===== config.mk =====
export PLATFORM = sky130hd
export DESIGN_NAME = disp_arbiter_flat
export DESIGN_NICKNAME = d
export VERILOG_FILES = /design/src/rtl/disp_arbiter_if.sv /design/src/rtl/disp_arbiter.sv /design/src/flat_wrapper.sv
export SDC_FILE = /design/constraint.sdc
export NUM_CORES = 1
export LEC_CHECK = 0
export BUFFER_PORTS_ARGS = -buffer_cell sky130_fd_sc_hd__clkbuf_2
export CORE_MARGIN = 3
export CORE_UTILIZATION = 35
export DETAILED_ROUTE_END_ITERATION = 10
export PLACE_DENSITY_LB_ADDON = 0.05
export SYNTH_ARGS = -nofsm -noshare
export SYNTH_HDL_FRONTEND = slang
export SYNTH_SLANG_ARGS = --single-unit

===== constraint.sdc =====
create_clock -name clk -period 3.65 [get_ports clk]
set_clock_uncertainty 0.15 [all_clocks]
set_input_delay 0 -clock clk [delete_from_list [all_inputs] [get_ports clk]]
set_output_delay 0 -clock clk [all_outputs]
set_load 0.02 [all_outputs]

===== src/rtl/disp_arbiter_if.sv =====
// Display-sharing bus between two requesters and the disp_arbiter.
// Carries both request/data pairs, the grants, the owner code and the
// four registered digit patterns that feed disp_mux.
interface disp_arbiter_if;
    logic        req_a;
    logic [31:0] data_a;
    logic        gnt_a;
    logic        req_b;
    logic [31:0] data_b;
    logic        gnt_b;
    logic [7:0]  in3;
    logic [7:0]  in2;
    logic [7:0]  in1;
    logic [7:0]  in0;
    logic [1:0]  owner;

    // Requester side: drives requests and patterns, observes the display.
    modport master (
        output req_a, data_a, req_b, data_b,
        input  gnt_a, gnt_b, in3, in2, in1, in0, owner
    );

    // Arbiter side.
    modport slave (
        input  req_a, data_a, req_b, data_b,
        output gnt_a, gnt_b, in3, in2, in1, in0, owner
    );
endinterface


===== src/rtl/disp_arbiter.sv =====
// disp_arbiter: time-slicing owner of the four-digit seven-segment display.
// Two requesters share the display; each grant lasts at least
// HOLD_TICKS * TICK_DIV cycles and contention alternates round-robin.
// Optional macro DISP_BLANK_GAP_EN inserts a one-tick blank GAP state on
// every A<->B owner change; without it switches are direct.
module disp_arbiter #(
    parameter int          TICK_DIV   = 100000,
    parameter int          HOLD_TICKS = 1000,
    parameter logic [7:0]  BLANK      = 8'hff
) (
    input  logic           clk,
    input  logic           reset_n,
    disp_arbiter_if.slave  bus
);

    localparam int PW = (TICK_DIV > 1) ? $clog2(TICK_DIV) : 1;
    localparam int HW = $clog2(HOLD_TICKS + 1);
    localparam logic [PW-1:0] PRESC_LAST = PW'(TICK_DIV - 1);
    localparam logic [HW-1:0] HOLD_LAST  = HW'(HOLD_TICKS - 1);
    localparam logic [HW-1:0] HOLD_SAT   = HW'(HOLD_TICKS);

    typedef enum logic [1:0] {
        S_IDLE  = 2'd0,
        S_OWN_A = 2'd1,
`ifdef DISP_BLANK_GAP_EN
        S_OWN_B = 2'd2,
        S_GAP   = 2'd3
`else
        S_OWN_B = 2'd2
`endif
    } state_t;

    state_t        r_state;
    state_t        w_state_next;
    state_t        w_pick;
    logic [PW-1:0] r_presc;
    logic [HW-1:0] r_hold;
    logic          r_rr;          // 0: A wins a tie, 1: B wins a tie
    logic          w_tick;
    logic          w_expire;
    logic          w_grant_edge;  // new grant or re-grant this edge
    logic          w_gap_entry;   // entering the blank gap (gap build only)

    assign w_tick   = (r_presc == PRESC_LAST);
    assign w_expire = (r_hold == HOLD_LAST) && w_tick;

    // Choice made from an idle display: sole requester, or rr pointer on a tie.
    assign w_pick = (bus.req_a && bus.req_b) ? (r_rr ? S_OWN_B : S_OWN_A) :
                    bus.req_a                ? S_OWN_A :
                    bus.req_b                ? S_OWN_B : S_IDLE;

    // State register.
    always_ff @(posedge clk or negedge reset_n) begin
        if (!reset_n) r_state <= S_IDLE;
        else          r_state <= w_state_next;
    end

    // Next-state decision; an owner is only reconsidered when its hold expires.
    always_comb begin
        w_state_next = r_state;
        w_grant_edge = 1'b0;
        w_gap_entry  = 1'b0;
        case (r_state)
            S_IDLE: begin
                w_state_next = w_pick;
                w_grant_edge = (w_pick != S_IDLE);
            end
            S_OWN_A: begin
                if (w_expire) begin
                    if (bus.req_b) begin
`ifdef DISP_BLANK_GAP_EN
                        w_state_next = S_GAP;
                        w_gap_entry  = 1'b1;
`else
                        w_state_next = S_OWN_B;
                        w_grant_edge = 1'b1;
`endif
                    end else if (bus.req_a) begin
                        w_state_next = S_OWN_A;
                        w_grant_edge = 1'b1;
                    end else begin
                        w_state_next = S_IDLE;
                    end
                end
            end
            S_OWN_B: begin
                if (w_expire) begin
                    if (bus.req_a) begin
`ifdef DISP_BLANK_GAP_EN
                        w_state_next = S_GAP;
                        w_gap_entry  = 1'b1;
`else
                        w_state_next = S_OWN_A;
                        w_grant_edge = 1'b1;
`endif
                    end else if (bus.req_b) begin
                        w_state_next = S_OWN_B;
                        w_grant_edge = 1'b1;
                    end else begin
                        w_state_next = S_IDLE;
                    end
                end
            end
`ifdef DISP_BLANK_GAP_EN
            S_GAP: begin
                // rr already names the pending requester; if it dropped, the
                // pick falls back to plain idle evaluation.
                if (w_tick) begin
                    w_state_next = w_pick;
                    w_grant_edge = (w_pick != S_IDLE);
                end
            end
`endif
            default: w_state_next = S_IDLE;
        endcase
    end

    // Grant and owner outputs decoded from the registered state.
    always_comb begin
        bus.gnt_a = (r_state == S_OWN_A);
        bus.gnt_b = (r_state == S_OWN_B);
        bus.owner = {(r_state == S_OWN_B), (r_state == S_OWN_A)};
    end

    // Tick prescaler, restarted on every grant so a hold is exact in cycles.
    always_ff @(posedge clk or negedge reset_n) begin
        if (!reset_n)                        r_presc <= '0;
        else if (w_grant_edge || w_gap_entry) r_presc <= '0;
        else if (w_tick)                     r_presc <= '0;
        else                                 r_presc <= r_presc + PW'(1);
    end

    // Hold counter in ticks; saturates so a long idle never wraps it.
    always_ff @(posedge clk or negedge reset_n) begin
        if (!reset_n)                        r_hold <= '0;
        else if (w_grant_edge || w_gap_entry) r_hold <= '0;
        else if (w_tick && (r_hold != HOLD_SAT)) r_hold <= r_hold + HW'(1);
    end

    // Round-robin pointer: after each grant, the other requester wins ties.
    always_ff @(posedge clk or negedge reset_n) begin
        if (!reset_n)          r_rr <= 1'b0;
        else if (w_grant_edge) r_rr <= (w_state_next == S_OWN_A);
    end

    // Per-digit registers: follow the owner's live data, freeze when it drops
    // its request, blank whenever nobody owns the display.
    generate
        for (genvar gi = 0; gi < 4; gi++) begin : g_digit
            logic [7:0] r_digit;
            // Load owner's byte for this digit, hold, or blank.
            always_ff @(posedge clk or negedge reset_n) begin
                if (!reset_n) begin
                    r_digit <= BLANK;
                end else begin
                    case (w_state_next)
                        S_OWN_A: if (bus.req_a) r_digit <= bus.data_a[gi*8 +: 8];
                        S_OWN_B: if (bus.req_b) r_digit <= bus.data_b[gi*8 +: 8];
                        default: r_digit <= BLANK;
                    endcase
                end
            end
        end
    endgenerate

    assign bus.in0 = g_digit[0].r_digit;
    assign bus.in1 = g_digit[1].r_digit;
    assign bus.in2 = g_digit[2].r_digit;
    assign bus.in3 = g_digit[3].r_digit;

endmodule


===== src/flat_wrapper.sv =====
// flat-port wrapper written by rule: the top's interface ports become plain ports
module disp_arbiter_flat 
#(
    parameter int          TICK_DIV   = 100000,
    parameter int          HOLD_TICKS = 1000,
    parameter logic [7:0]  BLANK      = 8'hff
)
  (clk, reset_n, bus_req_a, bus_data_a, bus_req_b, bus_data_b, bus_gnt_a, bus_gnt_b, bus_in3, bus_in2, bus_in1, bus_in0, bus_owner);
  disp_arbiter_if bus_i ();
  input  logic clk;
  input  logic reset_n;
  input wire logic [$bits(bus_i.req_a)-1:0] bus_req_a;
  input wire logic [$bits(bus_i.data_a)-1:0] bus_data_a;
  input wire logic [$bits(bus_i.req_b)-1:0] bus_req_b;
  input wire logic [$bits(bus_i.data_b)-1:0] bus_data_b;
  output wire logic [$bits(bus_i.gnt_a)-1:0] bus_gnt_a;
  output wire logic [$bits(bus_i.gnt_b)-1:0] bus_gnt_b;
  output wire logic [$bits(bus_i.in3)-1:0] bus_in3;
  output wire logic [$bits(bus_i.in2)-1:0] bus_in2;
  output wire logic [$bits(bus_i.in1)-1:0] bus_in1;
  output wire logic [$bits(bus_i.in0)-1:0] bus_in0;
  output wire logic [$bits(bus_i.owner)-1:0] bus_owner;
  assign bus_i.req_a = bus_req_a;
  assign bus_i.data_a = bus_data_a;
  assign bus_i.req_b = bus_req_b;
  assign bus_i.data_b = bus_data_b;
  assign bus_gnt_a = bus_i.gnt_a;
  assign bus_gnt_b = bus_i.gnt_b;
  assign bus_in3 = bus_i.in3;
  assign bus_in2 = bus_i.in2;
  assign bus_in1 = bus_i.in1;
  assign bus_in0 = bus_i.in0;
  assign bus_owner = bus_i.owner;
  disp_arbiter #(.TICK_DIV(TICK_DIV), .HOLD_TICKS(HOLD_TICKS), .BLANK(BLANK)) u_core (.clk(clk), .reset_n(reset_n), .bus(bus_i));
endmodule

* After elaboration in Yosys (flattened, before gate mapping)
Cells that the tools add are included.
Operators by class: add/sub/neg operators 2, equality and inequality tests 9, mux-type cells 32, reductions and logical operators 7
Operators by type and width (count):
- 2-to-1 mux 8 bit | 8
- one-hot mux 8 bit (2 select lines) | 4
- 2-to-1 mux 17 bit | 2
- 2-to-1 mux 10 bit | 2
- adder 17 x 1 -> 17 bit (second input constant) | 1
- == test 17 bit (second input constant) | 1
- 2-to-1 mux 2 bit | 7
- adder 10 x 1 -> 10 bit (second input constant) | 1
- == test 10 bit (second input constant) | 1
- != test 10 bit (second input constant) | 1
- 2-to-1 mux 1 bit | 7
- one-hot mux 2 bit (3 select lines) | 1
- == test 2 x 1 -> 1 bit (second input constant) | 2
- == test 2 bit (second input constant) | 2
- != test 2 bit (second input constant) | 2
- nonzero test 2 bit | 2
- logical AND 1 bit | 3
- one-hot mux 1 bit (3 select lines) | 1
- logical NOT 2 bit | 1
- AND reduction 2 bit | 1
Word-level totals: register bits 62, bits of input ports 68

* Depth between registers and ports, before layout
word-level depth 7, depth in mapped cells 14, mapped depth without buffers 10

* Worst setup path after synthesis
Ideal clock, no wire load.
path kind register to register, start point register u_core.r_presc[5], end point register u_core.g_digit[0].r_digit[0] (netlist: u_core.bus.in0[0]), arrival time 3.123 ns, path slack 0.299 ns, cell stages (with the launch flop) 13, path buffers 3, clock period less this slack 3.351 ns, cell sequence dfrtp_1 -> or4b_4 -> nor4_4 -> nand3_2 -> mux2_4 -> a211oi_1 -> ha_1 -> clkbuf_1 -> a22o_1 -> clkbuf_1 -> clkbuf_1 -> nand2_1 -> o21ai_0
On the way: word-level cells in the longest chain between the ends 7
RTL lines:
- start, declared | line disp_arbiter.sv:36 | logic [PW-1:0] r_presc;
- start signal, assigned | line disp_arbiter.sv:130 | else r_presc <= r_presc + PW'(1);
- == test 17 bit * | line disp_arbiter.sv:44 | assign w_tick = (r_presc == PRESC_LAST);
- logical AND 1 bit * | line disp_arbiter.sv:45 | assign w_expire = (r_hold == HOLD_LAST) && w_tick;
- 2-to-1 mux 2 bit, on equally long branches | line disp_arbiter.sv:87, disp_arbiter.sv:69
- one-hot mux 2 bit (3 select lines) * | line disp_arbiter.sv:63 | case (r_state)
- net u_core.w_state_next[1] | line disp_arbiter.sv:34 | state_t w_state_next;
- == test 2 bit or == test 2 x 1 -> 1 bit (tied branches) | line disp_arbiter.sv:156 | case (w_state_next)
- != test 2 bit (no line)
- AND reduction 2 bit (no line)
- end signal, assigned | line disp_arbiter.sv:157 | S_OWN_A: if (bus.req_a) r_digit <= bus.data_a[gi*8 +: 8];
- end signal, assigned | line disp_arbiter.sv:158 | S_OWN_B: if (bus.req_b) r_digit <= bus.data_b[gi*8 +: 8];
- end, declared | line disp_arbiter.sv:150 | logic [7:0] r_digit;
Mark *: on every way through the listed nets, which the timed path passes. The rest lies on a longest branch. A chain may end at the register's enable or synchronous reset.

* Worst setup path in the final report
start point register u_core.r_presc[5], end point register u_core.g_digit[2].r_digit[1] (netlist: u_core.bus.in2[1])
On the way: word-level cells in the longest chain between the ends 7
RTL lines (line):
- == test 17 bit * | disp_arbiter.sv:44
- logical AND 1 bit * | disp_arbiter.sv:45
- 2-to-1 mux 2 bit, on equally long branches | disp_arbiter.sv:87, disp_arbiter.sv:69
- one-hot mux 2 bit (3 select lines) * | disp_arbiter.sv:63
- net u_core.w_state_next[0] | disp_arbiter.sv:34
- == test 2 bit or == test 2 x 1 -> 1 bit (tied branches) | disp_arbiter.sv:156
- != test 2 bit (no line)
- AND reduction 2 bit (no line)
- end signal, assigned | disp_arbiter.sv:157
- end signal, assigned | disp_arbiter.sv:158
- end, declared | disp_arbiter.sv:150
Marks and branches as above.

==> metrics.txt <==
# TYPE chip_impl_metric gauge
chip_impl_metric{name="route.final.wire_length",unit="mm"} 8.685
chip_impl_metric{name="antenna_violations_before_repair",unit=""} 0
chip_impl_metric{name="critical_path_required",unit="ps"} 3740
chip_impl_metric{name="timing.max_slew.rel_slack",unit="%"} 47.56
chip_impl_metric{name="post-route-util",unit="%"} 53.20
chip_impl_info{name="run_status",value="completed"} 1
chip_impl_metric{name="drt.antenna.violating_nets",unit=""} 0
chip_impl_metric{name="start_util",unit="%"} 36.47
chip_impl_metric{name="die_width",unit="um"} 101.8
chip_impl_metric{name="power.static_leakage",unit="nW"} 2.089
chip_impl_info{name="synth_area_leaders",value="sky130_fd_sc_hd__dfstp_2 26%, sky130_fd_sc_hd__dfrtp_1 23%, sky130_fd_sc_hd__a221oi_1 8.7%, sky130_fd_sc_hd__o21ai_0 5.6%, sky130_fd_sc_hd__nand2_1 5.1%"} 1
chip_impl_metric{name="finalSetupTns",unit="ps"} 0
chip_impl_info{name="cts_tree",value="built"} 1
chip_impl_metric{name="period_needed",unit="ps"} 3337
chip_impl_metric{name="synthToLayoutAreaGrowth",unit="%"} 45.85
chip_impl_info{name="min-delay-path-class",value="input pin to asynchronous set/reset pin"} 1
chip_impl_metric{name="syn_area_per_cell",unit="um^2"} 9.852
chip_impl_info{name="mostFrequentLayoutCells",value="103 x sky130_fd_sc_hd__clkbuf_2, 68 x sky130_fd_sc_hd__dlygate4sd3_1, 44 x sky130_fd_sc_hd__nand2_1"} 1
chip_impl_metric{name="synth_nets",unit=""} 403
chip_impl_metric{name="die_h",unit="um"} 101.8
chip_impl_metric{name="setup_ws_pre_cts",unit="ps"} 73.72
chip_impl_metric{name="rows",unit=""} 34
chip_impl_metric{name="antenna_cells",unit=""} 0
chip_impl_metric{name="postLayoutSetupSlackWorst",unit="ps"} 313.1
chip_impl_metric{name="fin_total_pwr",unit="mW"} 3.728
chip_impl_metric{name="route.detailed.drc",unit=""} 0
chip_impl_metric{name="globalRoute.totalOverflow",unit=""} 0
chip_impl_metric{name="hold_violations",unit=""} 0
chip_impl_metric{name="critPathArrivalTime",unit="ps"} 3430
chip_impl_info{name="cell_type_with_the_largest_total_area_after_synthesis",value="sky130_fd_sc_hd__dfstp_2"} 1
chip_impl_info{name="cts-root-buf",value="sky130_fd_sc_hd__clkbuf_8"} 1
chip_impl_metric{name="ys_ff_latch",unit=""} 62
chip_impl_metric{name="reg2reg_setup_slack",unit="ps"} 310
chip_impl_metric{name="yosysTopAreaCellShare",unit="%"} 26.18
chip_impl_metric{name="cts_inserted_buffers",unit=""} 9
chip_impl_metric{name="ioPinCount",unit=""} 104
chip_impl_metric{name="clk_pin_slew",unit="ps"} 80
chip_impl_info{name="critPathCaptureType",value="register"} 1
chip_impl_metric{name="route.detailed.wl_per_inst",unit="um"} 14.43
chip_impl_metric{name="syn-cell-area",unit="mm^2"} 0.003212
chip_impl_metric{name="max_freq",unit="MHz"} 299.7
chip_impl_metric{name="via_count_of_the_first_global_routing_pass",unit=""} 2925
chip_impl_info{name="mostFrequentLayoutCell",value="sky130_fd_sc_hd__clkbuf_2"} 1
chip_impl_metric{name="grt_first_pass_wirelength",unit="mm"} 13.94
chip_impl_metric{name="dr_total_vias",unit=""} 3047
chip_impl_info{name="startpoint_types",value="register"} 1
chip_impl_metric{name="setup_viol",unit=""} 0
chip_impl_metric{name="final_net_count",unit=""} 567
chip_impl_metric{name="min_period_over_period",unit="%"} 91.42
chip_impl_metric{name="route.detailed.vias_per_inst",unit=""} 5.061
chip_impl_metric{name="asyncSetResetFlopFracSynth",unit="%"} 100.0
chip_impl_info{name="rsz0062_at_grt",value="no"} 1
chip_impl_metric{name="critPathMaxFanout",unit=""} 33
chip_impl_metric{name="synth.distinct_cells",unit=""} 40
chip_impl_metric{name="max_cap_viol_count",unit=""} 0
chip_impl_metric{name="sequential_element_share_of_the_synthesized_area",unit="%"} 49.55
chip_impl_metric{name="gp_congestion",unit=""} 0.7466
chip_impl_metric{name="grt.total_usage",unit="%"} 17.08
chip_impl_metric{name="core-area",unit="mm^2"} 0.008806
chip_impl_metric{name="drt_first_pass_iters",unit=""} 4
chip_impl_metric{name="final_max_slew_viol_count",unit=""} 0
chip_impl_metric{name="tightest_slew",unit="ps"} 786.6
chip_impl_metric{name="fp.dieArea",unit="mm^2"} 0.01036
chip_impl_metric{name="ctsHtreeMaxLevel",unit=""} 3
chip_impl_metric{name="grt_start_max_net_pins",unit=""} 65
chip_impl_metric{name="number_of_synthesized_flops_with_an_enable_pin",unit=""} 0
chip_impl_metric{name="post_synth_inst_count",unit=""} 326
chip_impl_metric{name="io_buffers",unit=""} 103
chip_impl_info{name="synth_ff_type",value="sky130_fd_sc_hd__dfstp_2"} 1
chip_impl_metric{name="cts_setup_buffers",unit=""} 0
chip_impl_metric{name="peak_supply_drop",unit="uV"} 520.2
chip_impl_metric{name="numClockSinks",unit=""} 62
chip_impl_metric{name="dp_hpwl",unit="mm"} 5.424
chip_impl_metric{name="powerDensity",unit="mW/mm^2"} 795.9
chip_impl_metric{name="drtIter0Drc",unit=""} 94
chip_impl_info{name="worstSetupPathType",value="register to register"} 1
chip_impl_metric{name="cts-root-to-sink-buffers",unit=""} 2
chip_impl_metric{name="worstSkewPairLatency",unit="ps"} 340
chip_impl_metric{name="synth_warnings",unit=""} 0
chip_impl_metric{name="worst_hold_slack",unit="ps"} 123.5
chip_impl_metric{name="drive_gt1_share",unit="%"} 33.00
state kept, by name (all words and copies together) (netlist names):
register        count
u_core.r_state      2
u_core.r_rr         1
u_core.r_presc     17
u_core.bus.in1      8
u_core.bus.in0      8
u_core.r_hold      10
u_core.bus.in2      8
u_core.bus.in3      8
metal layers:
metal / vias up / routed length [um] / track usage, %
met5: - / 0 / 0
met4: 0 / 228 / 8.282
met3: 19 / 525 / 3.030
met2: 115 / 4126 / 27.36
met1: 1413 / 3804 / 22.30
li1: 1500 / - / -
Yosys cell counts (2+ instances only):
cell / instances
sky130_fd_sc_hd__nand3_1: 10
sky130_fd_sc_hd__xor2_1: 17
sky130_fd_sc_hd__o21ai_0: 36
sky130_fd_sc_hd__and3_1: 6
sky130_fd_sc_hd__mux2_2: 2
sky130_fd_sc_hd__inv_1: 8
sky130_fd_sc_hd__nand2_1: 44
sky130_fd_sc_hd__a31oi_1: 2
sky130_fd_sc_hd__nand2b_1: 2
sky130_fd_sc_hd__nor2_1: 30
sky130_fd_sc_hd__clkbuf_1: 18
sky130_fd_sc_hd__ha_1: 9
sky130_fd_sc_hd__xnor2_1: 6
sky130_fd_sc_hd__buf_2: 3
sky130_fd_sc_hd__a221oi_1: 32
sky130_fd_sc_hd__dfrtp_1: 30
sky130_fd_sc_hd__dfstp_2: 32
sky130_fd_sc_hd__nand4_1: 8
sky130_fd_sc_hd__buf_4: 3
sky130_fd_sc_hd__nand4b_1: 2
sky130_fd_sc_hd__and4_1: 4
sky130_fd_sc_hd__nor3_1: 4
area by class of cell:
class / instances / area (um^2)
flip-flops and latches: 62 / 1592
repair buffers: 177 / 1241
inverters: 8 / 30.03
fillers: 813 / 4121
multi-input cells: 232 / 1494
clock inverters: 3 / 15.01
well taps: 108 / 135.1
clock buffers: 12 / 177.7
cell families after synthesis:
family / after synthesis / share of synthesized area [%]
AO/OA/AOI/OAI: 78 / 16.60
XOR/XNOR: 23 / 6.272
adder cells (fa/ha/maj): 9 / 3.506
buffers and inverters: 32 / 4.207
flip-flops: 62 / 49.55
multiplexers: 4 / 1.480
AND/OR/NAND/NOR: 118 / 18.39
critical path, stage by stage, from the launching register on:
cell and delay [ps]:
sky130_fd_sc_hd__dfrtp_1 400, sky130_fd_sc_hd__or4b_4 550, sky130_fd_sc_hd__nor4_4 320, sky130_fd_sc_hd__buf_4 240
sky130_fd_sc_hd__a31oi_1 110, sky130_fd_sc_hd__o21ai_0 290, sky130_fd_sc_hd__a31oi_1 160, sky130_fd_sc_hd__ha_1 250
sky130_fd_sc_hd__buf_4 250, sky130_fd_sc_hd__a221oi_1 380, sky130_fd_sc_hd__o21ai_0 140
power breakdown:
| part | internal (mW) | switching [mW] | total, mW |
|---|---|---|---|
| clock | 0.322 | 0.268 | 0.591 |
| sequential | 1.07 | 0.125 | 1.20 |
| combinational | 0.711 | 1.23 | 1.94 |
metrics by stage:
step / cell area, um^2 / std cells
5_1_grt: 4684 / 602
6_report: 4684 / 602
3_5_place_dp: 3804 / 519
2_1_floorplan: 3212 / 326
4_1_cts: 4677 / 602
3_3_place_gp: 3804 / 519
path summary, 6_finish.rpt:
kind,from,endpoint,cells past startpoint
max reg2reg,u_core.r_presc[5]$_DFF_PN0_,u_core.bus.in2[1]$_DFFE_PN1P_,10
max,u_core.r_presc[5]$_DFF_PN0_,u_core.bus.in2[1]$_DFFE_PN1P_,10
min reg2reg,u_core.bus.in1[6]$_DFFE_PN1P_,u_core.bus.in1[6]$_DFFE_PN1P_,2
max in group asynchronous,reset_n,u_core.bus.in3[3]$_DFFE_PN1P_,3
min in group clk,u_core.bus.in1[6]$_DFFE_PN1P_,u_core.bus.in1[6]$_DFFE_PN1P_,2
min,reset_n,u_core.r_hold[8]$_DFFE_PN0P_,2
what timing repair did:
| action | 4_1_cts | 5_1_grt |
|---|---|---|
| hold buffers | 68 | 0 |
| hold endpoints to repair | 57 | 0 |
| setup endpoints to repair | 0 | 32 |
| gates resized for setup | 0 | 1 |
Note: power is estimated with default switching activity, not from simulation.
